[src/rtl/tppe_spike_event_scanner_if.sv]
// Handshake bundle between the spike compressor, the event scanner and the
// LIF accumulation stage. slave = scanner side, master = upstream/downstream side.
interface tppe_spike_event_scanner_if #(
  parameter int T_WINDOW = 16,
  parameter int W_WIDTH  = 8
);
  localparam int TW = $clog2(T_WINDOW);

  logic                in_valid;
  logic                in_ready;
  logic [T_WINDOW-1:0] pattern_in;
  logic [W_WIDTH-1:0]  weight_in;
  logic                ev_valid;
  logic                ev_ready;
  logic [TW-1:0]       ev_time;
  logic [W_WIDTH-1:0]  ev_weight;
  logic                ev_last;
  logic                done_pulse;

  modport slave (
    input  in_valid, pattern_in, weight_in, ev_ready,
    output in_ready, ev_valid, ev_time, ev_weight, ev_last, done_pulse
  );

  modport master (
    output in_valid, pattern_in, weight_in, ev_ready,
    input  in_ready, ev_valid, ev_time, ev_weight, ev_last, done_pulse
  );
endinterface

[src/rtl/tppe_spike_event_scanner.sv]
// Spike event scanner: turns a dense T_WINDOW-bit spike pattern into a sparse
// stream of (timestep, weight) events, oldest spike (MSB) first.
// Optional build macro TPPE_SCAN_STATS_EN adds event/pattern statistics ports.
module tppe_spike_event_scanner #(
  parameter int T_WINDOW = 16,
  parameter int W_WIDTH  = 8
) (
  input  logic clk,
  input  logic rst_n,
  tppe_spike_event_scanner_if.slave bus
`ifdef TPPE_SCAN_STATS_EN
  ,
  output logic [31:0] stat_event_count,
  output logic [15:0] stat_pattern_count
`endif
);
  localparam int TW = $clog2(T_WINDOW);

  typedef enum logic {IDLE = 1'b0, EMIT = 1'b1} state_t;

  state_t              r_state;
  logic [T_WINDOW-1:0] r_pat;
  logic [W_WIDTH-1:0]  r_weight;
  logic                r_in_ready;
  logic                r_ev_valid;
  logic                r_done;

  logic [TW-1:0]       w_idx;
  logic [TW-1:0]       w_time;
  logic                w_last;
  logic [T_WINDOW-1:0] w_pat_clr;
  logic                w_accept;
  logic                w_ev_hs;

  assign w_accept = bus.in_valid & r_in_ready;
  assign w_ev_hs  = r_ev_valid & bus.ev_ready;

  // Priority encoder: the highest set bit is the oldest pending spike.
  always_comb begin
    w_idx = '0;
    for (int i = 0; i < T_WINDOW; i++)
      if (r_pat[i]) w_idx = TW'(i);
    w_time    = (r_pat == '0) ? '0 : (TW'(T_WINDOW - 1) - w_idx);
    w_last    = (r_pat != '0) && ((r_pat & (r_pat - 1'b1)) == '0);
    w_pat_clr = r_pat & ~({{(T_WINDOW-1){1'b0}}, 1'b1} << w_idx);
  end

  // Control FSM with registered handshake outputs; in_ready stays low through reset.
  always_ff @(posedge clk) begin
    if (!rst_n) begin
      r_state    <= IDLE;
      r_pat      <= '0;
      r_weight   <= '0;
      r_in_ready <= 1'b0;
      r_ev_valid <= 1'b0;
      r_done     <= 1'b0;
    end else begin
      r_done <= 1'b0;
      case (r_state)
        IDLE: begin
          r_in_ready <= 1'b1;
          r_ev_valid <= 1'b0;
          if (w_accept) begin
            r_pat    <= bus.pattern_in;
            r_weight <= bus.weight_in;
            if (bus.pattern_in != '0) begin
              r_state    <= EMIT;
              r_in_ready <= 1'b0;
              r_ev_valid <= 1'b1;
            end else begin
              // Empty pattern: nothing to emit, report completion straight away.
              r_done <= 1'b1;
            end
          end
        end
        EMIT: begin
          if (w_ev_hs) begin
            r_pat <= w_pat_clr;
            if (w_last) begin
              r_state    <= IDLE;
              r_ev_valid <= 1'b0;
              r_in_ready <= 1'b1;
              r_done     <= 1'b1;
            end
          end
        end
        default: begin
          r_state    <= IDLE;
          r_ev_valid <= 1'b0;
          r_in_ready <= 1'b1;
        end
      endcase
    end
  end

  assign bus.in_ready   = r_in_ready;
  assign bus.ev_valid   = r_ev_valid;
  assign bus.ev_time    = w_time;
  assign bus.ev_weight  = r_weight;
  assign bus.ev_last    = w_last;
  assign bus.done_pulse = r_done;

`ifdef TPPE_SCAN_STATS_EN
  logic [31:0] r_ev_cnt;
  logic [15:0] r_pat_cnt;

  // Event count saturates; pattern count wraps. Both clear only on reset.
  always_ff @(posedge clk) begin
    if (!rst_n) begin
      r_ev_cnt  <= '0;
      r_pat_cnt <= '0;
    end else begin
      if (w_ev_hs && (r_ev_cnt != 32'hFFFF_FFFF)) r_ev_cnt <= r_ev_cnt + 32'd1;
      if (w_accept) r_pat_cnt <= r_pat_cnt + 16'd1;
    end
  end

  assign stat_event_count   = r_ev_cnt;
  assign stat_pattern_count = r_pat_cnt;
`endif
endmodule

[src/flat_wrapper.sv]
// flat-port wrapper written by rule: the top's interface ports become plain ports
module tppe_spike_event_scanner_flat 
#(
  parameter int T_WINDOW = 16,
  parameter int W_WIDTH  = 8
)
  (clk, rst_n, bus_in_valid, bus_pattern_in, bus_weight_in, bus_ev_ready, bus_in_ready, bus_ev_valid, bus_ev_time, bus_ev_weight, bus_ev_last, bus_done_pulse);
  tppe_spike_event_scanner_if #(.T_WINDOW(T_WINDOW), .W_WIDTH(W_WIDTH)) bus_i ();
  input  logic clk;
  input  logic rst_n;
  input wire logic [$bits(bus_i.in_valid)-1:0] bus_in_valid;
  input wire logic [$bits(bus_i.pattern_in)-1:0] bus_pattern_in;
  input wire logic [$bits(bus_i.weight_in)-1:0] bus_weight_in;
  input wire logic [$bits(bus_i.ev_ready)-1:0] bus_ev_ready;
  output wire logic [$bits(bus_i.in_ready)-1:0] bus_in_ready;
  output wire logic [$bits(bus_i.ev_valid)-1:0] bus_ev_valid;
  output wire logic [$bits(bus_i.ev_time)-1:0] bus_ev_time;
  output wire logic [$bits(bus_i.ev_weight)-1:0] bus_ev_weight;
  output wire logic [$bits(bus_i.ev_last)-1:0] bus_ev_last;
  output wire logic [$bits(bus_i.done_pulse)-1:0] bus_done_pulse;
  assign bus_i.in_valid = bus_in_valid;
  assign bus_i.pattern_in = bus_pattern_in;
  assign bus_i.weight_in = bus_weight_in;
  assign bus_i.ev_ready = bus_ev_ready;
  assign bus_in_ready = bus_i.in_ready;
  assign bus_ev_valid = bus_i.ev_valid;
  assign bus_ev_time = bus_i.ev_time;
  assign bus_ev_weight = bus_i.ev_weight;
  assign bus_ev_last = bus_i.ev_last;
  assign bus_done_pulse = bus_i.done_pulse;
  tppe_spike_event_scanner #(.T_WINDOW(T_WINDOW), .W_WIDTH(W_WIDTH)) u_core (.clk(clk), .rst_n(rst_n), .bus(bus_i));
endmodule
[config.mk]
export PLATFORM = sky130hd
export DESIGN_NAME = tppe_spike_event_scanner_flat
export DESIGN_NICKNAME = d
export VERILOG_FILES = /design/src/rtl/tppe_spike_event_scanner_if.sv /design/src/rtl/tppe_spike_event_scanner.sv /design/src/flat_wrapper.sv
export SDC_FILE = /design/constraint.sdc
export NUM_CORES = 1
export LEC_CHECK = 0
export ABC_AREA = 0
export CAP_MARGIN = 20
export CELL_PAD_IN_SITES_DETAIL_PLACEMENT = 1
export CELL_PAD_IN_SITES_GLOBAL_PLACEMENT = 1
export CORE_UTILIZATION = 34
export DETAILED_ROUTE_END_ITERATION = 12
export PLACE_DENSITY_LB_ADDON = 0.1
export SLEW_MARGIN = 10
export SYNTH_ARGS = -nofsm -noshare
export SYNTH_HDL_FRONTEND = slang
export SYNTH_SLANG_ARGS = --single-unit
export TNS_END_PERCENT = 5
[constraint.sdc]
create_clock -name clk -period 2.5 [get_ports clk]
set_input_delay 0.375 -clock clk [delete_from_list [all_inputs] [get_ports clk]]
set_output_delay 0.375 -clock clk [all_outputs]
set_load 0.005 [all_outputs]
* After elaboration in Yosys (flattened, before gate mapping) *
Cells that the tools add are included.
Widths: inputs -> output; s select.

word-level totals
  output and inout port bits = 16
  bits in writable memories = 0
  memory bits (read-only) = 0
  register bits = 28
  latch bits = 0
  memories = 0
  input port bits = 28

cells by class
  $add $sub $neg = 2
  bitwise gates (word level) = 6
  multiply operators = 0
  muxes and demuxes = 36
  equality and inequality tests = 3
  reduce and logical (&&, ||, !) cells = 8
  order comparisons = 0
  divide/modulo/power cells = 0
  shifts and indexed selects = 1

operators with widths
  cell                   count
  $mux 4                 9
  $and 16x16->16         2
  $logic_not 16->1       2
  $mux 16                2
  $pmux 16 s2            1
  $reduce_bool 16->1     2
  $not 16->16            1
  $shl 1x4->16 const A   1
  $sub 16x1->16 const B  1
  $mux 1                 14
  $mux 3                 4
  $pmux 1 s2             4
  $reduce_and 2->1       3
  $mux 2                 2
  $ne 2x2->1 const B     2
  $sub 4x4->4 const A    1
  $and 1x1->1            2
  $ne 2x1->1 const B     1
  $logic_and 1x1->1      1
  $not 1->1              1

* Logic depth before layout (Yosys ltp) *
  depth in word-level cells = 20
  gate-level depth with buffers = 8
  gate-level depth less buffers = 6

* Least setup slack after synthesis *
No wires, ideal clock.

  path type = reg-to-reg
  from = register u_core.r_pat[12]
  to = register u_core.r_in_ready (netlist: u_core.bus.in_ready)
  setup time = 0.119 ns
  data required time = 2.381 ns
  setup slack = 0.347 ns
  path buffers = 2
  arrival = 2.035 ns
  cell stages (with the launch flop) = 9
  cells stage by stage = dfxtp_1 -> buf_2 -> or4_1 -> buf_2 -> nor4_2 -> a2111oi_0 -> and4bb_4 -> and3_4 -> o221a_1

on the way
  cells in the longest elaborated chain, start to end = 6
  elaborated cells on any way between the ends = 7
  classes of those cells = 1 x add/sub; 1 x eq/ne; 1 x bitwise; 4 x reduce/logical

RTL lines
  what                                   RTL line                        text
  from (decl)                            tppe_spike_event_scanner.sv:22  logic [T_WINDOW-1:0] r_pat;
  from (signal assigned)                 tppe_spike_event_scanner.sv:64  r_pat <= bus.pattern_in;
  from (signal assigned)                 tppe_spike_event_scanner.sv:78  r_pat <= w_pat_clr;
  $sub 16x1->16                          tppe_spike_event_scanner.sv:44  w_last = (r_pat != '0) && ((r_pat & (r_pat - 1'b1)) == '0);
  $and 16x16->16                         tppe_spike_event_scanner.sv:44
  $logic_not 16->1                       tppe_spike_event_scanner.sv:44
  $logic_and 1x1->1 (*)                  tppe_spike_event_scanner.sv:44
  net bus_ev_last                        flat_wrapper.sv:19              output wire logic [$bits(bus_i.ev_last)-1:0] bus_ev_last;
  $ne 2x2->1 (no source line) (*)        n/a
  $reduce_and 2->1 (no source line) (*)  n/a
  to (signal assigned)                   tppe_spike_event_scanner.sv:54  r_in_ready <= 1'b0;
  to (signal assigned)                   tppe_spike_event_scanner.sv:61  r_in_ready <= 1'b1;
  to (signal assigned)                   tppe_spike_event_scanner.sv:68  r_in_ready <= 1'b0;
  to (decl)                              tppe_spike_event_scanner.sv:24  logic r_in_ready;

The timed path passes the listed nets; every way through them passes the cells marked *.
A chain may end at the register's enable or synchronous reset.

* Worst setup path after layout *
  from = register u_core.r_pat[9]
  to = output bus_ev_last

on the way
  cells in the longest elaborated chain, start to end = 4
  elaborated cells on any way between the ends = 5
  classes of those cells = 1 x add/sub; 1 x bitwise; 3 x reduce/logical

RTL lines
  what                   RTL line
  $sub 16x1->16          tppe_spike_event_scanner.sv:44
  $and 16x16->16         tppe_spike_event_scanner.sv:44
  $logic_not 16->1       tppe_spike_event_scanner.sv:44
  $logic_and 1x1->1 (*)  tppe_spike_event_scanner.sv:44
  to (decl)              flat_wrapper.sv:19

Every way passes the cells marked *; elsewhere a longest branch is shown, timed or not.

==> results.rst <==
.. list-table::
   :header-rows: 1

   * - Metric
     - Value
   * - Register bit count reported by yosys
     - 28
   * - Cell family with most CP delay
     - simple AND/OR/NAND/NOR gates
   * - Horizontal die dimension
     - roughly 71 um
   * - Seq/Total Area, Yosys
     - approximately 34%
   * - Worst Hold Margin
     - between 0.4 and 0.5 ns
   * - HPWL after detailed placement
     - 4810 um
   * - Max-cap violations
     - 0
   * - Startpoint of the tightest hold check path
     - u_core.bus.ev_weight[1]
   * - Boundary Pins
     - 44
   * - 1st-iter DRT viols
     - 125
   * - Prevailing post-synth register cell
     - sky130_fd_sc_hd__dfxtp_1
   * - Via density per instance
     - 5.69
   * - Power Density
     - ~550 nW/um^2
   * - H-tree levels
     - 1
   * - Count of clock tree sinks
     - 28
   * - Type of element launching the critical path
     - register
   * - Worst Clk Skew
     - roughly 0.0058 ns
   * - Final critical delay including setup and external delays
     - around 2.5 ns
   * - Crit Reg-Reg Startpoint
     - u_core.r_pat[9]
   * - Post-Layout Inst Area
     - 2560 sq um
   * - Area share of the leading cell type in the synthesized netlist
     - ~34%
   * - Placed Instances
     - ~330
   * - Number of global-route vias before repair
     - between 2000 and 2500
   * - Final setup vio count
     - 1
   * - Initial core utilization
     - between 30% and 40%
   * - Total wire length after detailed routing
     - approximately 6300 um
   * - Die Ht
     - 71.4 um
   * - Sequence of cells on the critical path
     - or4_4 > buf_4 > nor4_4 > buf_4 > a2111oi_2 > and4bb_4 > buf_6
   * - Worst Setup Path Type
     - register to output port
   * - Post-Synthesis Cells
     - approximately 210
   * - TritonCTS buffer count
     - 3
   * - Post-synthesis average cell area
     - just under 8 sq um
   * - Worst R2R Setup Slack
     - about 0.090 ns
   * - WP data required
     - 2.12 ns
   * - Headroom to the max-slew limit
     - 64.2%
   * - Final non-filler cell total
     - 341
   * - Final number of max-transition violations
     - 0
   * - WL per Instance
     - 18.6 um
   * - Worst-path maximum fanout
     - 2
   * - Static Leak
     - between 1 and 1.5 nW
   * - Total standard cell area after synthesis
     - roughly 1600 sq um
   * - Number of nets produced by synthesis
     - 237
   * - Total congestion overflow after global routing
     - 0
   * - Syn-to-layout area delta
     - 56.1%
   * - Number of synthesized flops with an enable pin
     - 0
   * - Core footprint
     - approximately 4500 sq um
   * - Number of antenna violations at the first check in global routing
     - 0
   * - Worst path buffer plus inverter count
     - 3
   * - CTS max path bufs
     - 2
   * - Layout cells sized above 1
     - roughly a quarter
   * - Most used cells in the layout excluding fill and tap cells
     - 45 x sky130_fd_sc_hd__buf_4, 39 x sky130_fd_sc_hd__clkdlybuf4s50_1, 33 x sky130_fd_sc_hd__nand2_1, 25 x sky130_fd_sc_hd__dfxtp_1, 15 x sky130_fd_sc_hd__nor2_1
   * - Utilization after layout
     - between 50% and 60%
   * - Pre-CTS setup slack
     - -0.122 ns
   * - Ant diodes
     - 0
   * - Worst-case vdd ir drop
     - ~290 uV
   * - RSZ-0062 raised after global routing
     - true
   * - Synth warn
     - 0
   * - Violated checks
     - DRC, setup timing
   * - Total die area
     - between 5000 and 6000 sq um
   * - Worst-path cell with the longest stage delay
     - sky130_fd_sc_hd__or4_4
   * - Vias
     - 1939
   * - Cell accounting for the most synthesized area
     - sky130_fd_sc_hd__dfxtp_1
   * - Post-CTS Hold Fix Bufs
     - 0
   * - Drt first pass iters
     - 8
   * - Period Utilization, post-route
     - 102%
   * - Depth of the worst register-to-register path
     - 9
   * - Distinct cell type count after synthesis
     - 49
   * - Placed Area
     - 2380 sq um
   * - DRC Markers
     - 2
   * - Area occupied by multi-input gates
     - roughly 1100 sq um
   * - Actual slew at the worst max-slew pin
     - ~0.53 ns
   * - Routability Congestion
     - about 0.9
   * - Capture instance of the worst register-to-register path
     - u_core.bus.in_ready
   * - Highest Clock Rate
     - just under 400 MHz
   * - Post-layout worst setup margin
     - -0.0409 ns
   * - Count of filler cells inserted in the layout
     - 551
   * - Final count of hold timing violations
     - 0
   * - Hold Crit Endpoint
     - u_core.bus.ev_weight[1]
   * - Maximum number of pins on one net before global-route repair
     - 15
   * - Fraction of registers with async set/reset
     - 0%
   * - Worst hold path stage count
     - 2
   * - Ranking of synthesized cells by area
     - sky130_fd_sc_hd__dfxtp_1 34%, sky130_fd_sc_hd__nand2_1 7.6%, sky130_fd_sc_hd__a21boi_0 5.0%
   * - Number of core rows
     - 24
   * - Number of I/O port buffers
     - 43
   * - Critical Path End Type
     - output port
   * - CTS clock-pin slew for the worst setup and hold paths
     - 0.10 ns
   * - Net count of the finished layout
     - 319
   * - Leading cell type in the layout, fill and taps excluded
     - sky130_fd_sc_hd__buf_4
   * - Total routing usage reported by global routing
     - a little over a quarter
   * - CP dominant cell by count
     - sky130_fd_sc_hd__buf_4
   * - Skew-Pair Late Insertion Delay
     - roughly 0.27 ns
   * - Slowest cell delay on critical path
     - around 0.56 ns
   * - Critical Path AT
     - roughly 2.2 ns
   * - Clock tree root driver cell
     - sky130_fd_sc_hd__clkbuf_8
   * - Min-Delay Path Class
     - register to register
   * - DRT antenna net count
     - 0
   * - Register area
     - around 560 sq um
   * - Global-route wire length before repair
     - slightly above 10000 um
   * - TritonCTS clock tree
     - built
   * - Outcome
     - finished with violations
[power breakdown]
part	switching, mW	total (mW)	internal [mW]
logic	0.297	0.656	0.359
clock network	0.142	0.250	0.108
registers	0.0311	0.506	0.475
[cell usage after synthesis (all sizes together) (3+ instances only)]
cell type  instances
o31ai              3
o211ai             3
inv                8
nor2b              6
and3               3
nand2             33
o2111ai            3
o21ai             13
and2               3
nand3              3
or4                4
nor3               4
nor2              15
a21oi             11
buf                6
a21boi            11
nor4               9
dfxtp             28
clkbuf             7
a21o               3
a22oi              5
[through the flow]
step / power, mW / TNS (ns)
5_1_grt: 1.49 / -0.100
3_3_place_gp: 1.09 / -0.0814
3_5_place_dp: 1.09 / -0.134
2_1_floorplan: 0.764 / 0
6_report: 1.41 / -0.0409
4_1_cts: 1.39 / 0
[final cells by class]
| cell class | count | share of cell area, % |
|---|---|---|
| clock buffer | 3 | 1.61 |
| tap | 52 | 2.54 |
| multi-input combinational | 160 | 41.8 |
| sequential | 28 | 22.1 |
| inverter | 8 | 1.17 |
| timing repair buffer | 90 | 30.8 |
[sequential cells by signal (all words and copies together) (netlist names)]
name                   count
u_core.bus.done_pulse      1
u_core.bus.ev_valid        1
u_core.bus.ev_weight       8
u_core.bus.in_ready        1
u_core.r_pat              16
u_core.r_state             1
[kinds of logic after synthesis]
family                     Yosys count  share of synthesized area (%)
buffers and inverters               21                           5.58
muxes                                1                          0.611
AOI/OAI and AO/OA                   69                           29.8
DFF                                 28                           34.2
adders and majority gates            2                           1.22
and+or+nand+nor                     88                           28.6
[per-layer routing]
layer	vias to the layer above	routed length [um]	GRT usage, %
li1	930	-	-
met5	-	0	0
met2	59	2950	44.7
met3	15	274	4.08
met4	0	148	7.11
met1	935	2970	35.2
[tightest hold or removal path: cells and delay by family, from the launching register on]
kind / cells / cell delay, ns
flops: 1 / 0.32
compound gates: 1 / 0.06
simple gates: 1 / 0.05
[what timing repair did]
item	in CTS	in global routing
gates resized for setup	25	6
pin swaps	5	0
buffers inserted	6	0
setup endpoints to repair	4	5
[how the worst max path moves through the flow]
stage	start	endpoint	slack (ns)	cells past startpoint
after detailed placement	u_core.r_pat[11]	bus_ev_last	-0.12	5
after floorplan	u_core.r_pat[12]	u_core.bus.in_ready	0.35	8
after global placement	u_core.r_pat[0]	bus_ev_last	-0.08	6
after global routing	u_core.r_pat[3]	bus_ev_last	-0.07	7
after CTS	u_core.r_pat[3]	bus_ev_last	0.02	7
final	u_core.r_pat[9]	bus_ev_last	-0.04	7
Power figures use the tool's default switching activity.
==> edit (config.mk and constraints unchanged) <==
`T_WINDOW` is set to 16 in 3 places; all go to 8.
--- a/src/rtl/tppe_spike_event_scanner_if.sv
+++ b/src/rtl/tppe_spike_event_scanner_if.sv
@@ -2,5 +2,5 @@
 // LIF accumulation stage. slave = scanner side, master = upstream/downstream side.
 interface tppe_spike_event_scanner_if #(
-  parameter int T_WINDOW = 16,
+  parameter int T_WINDOW = 8,
   parameter int W_WIDTH  = 8
 );
--- a/src/rtl/tppe_spike_event_scanner.sv
+++ b/src/rtl/tppe_spike_event_scanner.sv
@@ -3,5 +3,5 @@
 // Optional build macro TPPE_SCAN_STATS_EN adds event/pattern statistics ports.
 module tppe_spike_event_scanner #(
-  parameter int T_WINDOW = 16,
+  parameter int T_WINDOW = 8,
   parameter int W_WIDTH  = 8
 ) (
--- a/src/flat_wrapper.sv
+++ b/src/flat_wrapper.sv
@@ -2,5 +2,5 @@
 module tppe_spike_event_scanner_flat 
 #(
-  parameter int T_WINDOW = 16,
+  parameter int T_WINDOW = 8,
   parameter int W_WIDTH  = 8
 )
Interface: changed (resized bus_ev_time and bus_pattern_in); port bits go from 44 to 35. No check against the original RTL was run, so the function may have changed too.
==> edit against the unedited design <==
- design area decreased by 41%
- maximum frequency increased by 2.4%
- worst hold slack got worse by 0.0033 ns
- clock skew about the same
- combinational power decreased by 61%
- total power decreased by 45%
- sequential cell count decreased by 8
- area after synthesis decreased by 38%
- setup slack improved by 0.059 ns
- routed wire length decreased by 49%
- critical path depth decreased by 1
- largest cell class unchanged
- highest routed layer unchanged
==> edit: results <==
metrics = {
    "grt": {
        "grt_pass1_vias": 1086,
        "grt_pass1_wl_microns": 4940,
        "use_met1_pct": 25.2,
        "grt_max_degree": 20,
        "met3_usage_pct": 6.45,
        "use_met2_pct": 31.8,
    },
    "detailed_routing": {
        "m1WireLength_microns": 1480,
        "routed_wl_microns": 3220,
        "met3_length_microns": 154,
        "wire_per_inst_microns": 16.0,
        "dr_total_vias": 1142,
        "wl_met2_microns": 1550,
        "first_iter_violations": 35,
        "drt-pass1-iter-count": 4,
    },
    "place": {
        "gp_congestion": 0.878,
        "placed_area_sq_mm": 0.00139,
        "io_buffer_count": 34,
        "dp_slack_ns": 0.216,
        "dpl.cell_count": 192,
    },
    "worst_setup_path": {
        "timing.rr.start": "u_core.r_pat[6]",
        "ff2ff_path_depth": 6,
        "r2r_slack_ns": 0.76,
        "slowest_stage": "clkdlybuf4s50_1",
        "worst_path_largest_cell_delay_ns": 0.44,
        "timing.rr.end": "u_core.bus.done_pulse",
        "cp_max_fo": 7,
    },
    "power": {
        "peakVddDrop_uv": 372,
        "p_leak_nw": 0.542,
    },
    "yosys": {
        "synth_fa_ha_area_share_pct": 0,
        "synthTopCellsByArea": "dfxtp_1, nand2_1, a21oi_1, o21ai_0, nor2_1",
        "ys_types": 36,
        "synth-seq-area-share_pct": 39.6,
        "synth.area.mux_share_pct": 0,
        "postSynthCellCount": 128,
        "synth_compound_area_share_pct": 31.1,
        "synth_common_cells": "nand2_1, dfxtp_1, a21oi_1, nor2_1, o21ai_0",
    },
    "cells_and_area": {
        "buf_share_pct": 28.1,
        "design.seq.count": 20,
        "drive_above_1_share_pct": 20.0,
        "n_all_inverters": 4,
        "fin_util_pct": 54.4,
        "nFillCells": 332,
        "multi_input_gates": 98,
        "register_area_sq_um": 418,
    },
    "worst_hold_path": {
        "min_to": "u_core.bus.ev_weight[6]",
        "hold_class": "flip-flop to flip-flop",
        "hp-start": "u_core.bus.ev_weight[6]",
    },
    "status": {
        "status": "finished clean",
    },
    "timing": {
        "fin_worst_skew_ns": 0.00552,
        "whs_ns": 0.463,
        "finalCritPeriodShare_pct": 99.3,
    },
    "cts": {
        "clk_latency_ns": 0.30,
        "post_cts_buffers": 0,
        "cts_root_buffer": "clkbuf_4",
    },
    "floorplan": {
        "die-area_sq_mm": 0.00320,
    },
}
==> edit: cell count changes in the layout (fill, tap and decap cells not counted), moves of 6 or more <==
cell,delta
a21boi_0,-11
a21oi_1,+9
buf_4,-34
clkdlybuf4s50_1,-6
dfxtp_1,-13
nor2_1,-8
nor2b_1,-6
o21ai_0,-7
==> edit: power by group <==
group | total [mW] | switching, mW | leakage [nW] | internal (mW)
combinational | 0.253 | 0.109 | 0.361 | 0.145
sequential | 0.362 | 0.0256 | 0.168 | 0.337
clock | 0.155 | 0.0984 | 0.0138 | 0.0562
==> edit: worst max-delay path by stage <==
stage,start,endpoint,slack [ns],cells past startpoint
floorplan,u_core.r_pat[7],bus_ev_time[0],0.78,6
global placement,u_core.r_pat[4],bus_ev_last,0.33,6
detailed placement,u_core.r_pat[5],bus_ev_time[0],0.22,6
CTS,u_core.r_pat[4],bus_ev_last,-0.02,6
global route,u_core.r_pat[5],bus_ev_time[0],-0.06,6
finish,u_core.r_pat[4],bus_ev_time[0],0.02,6
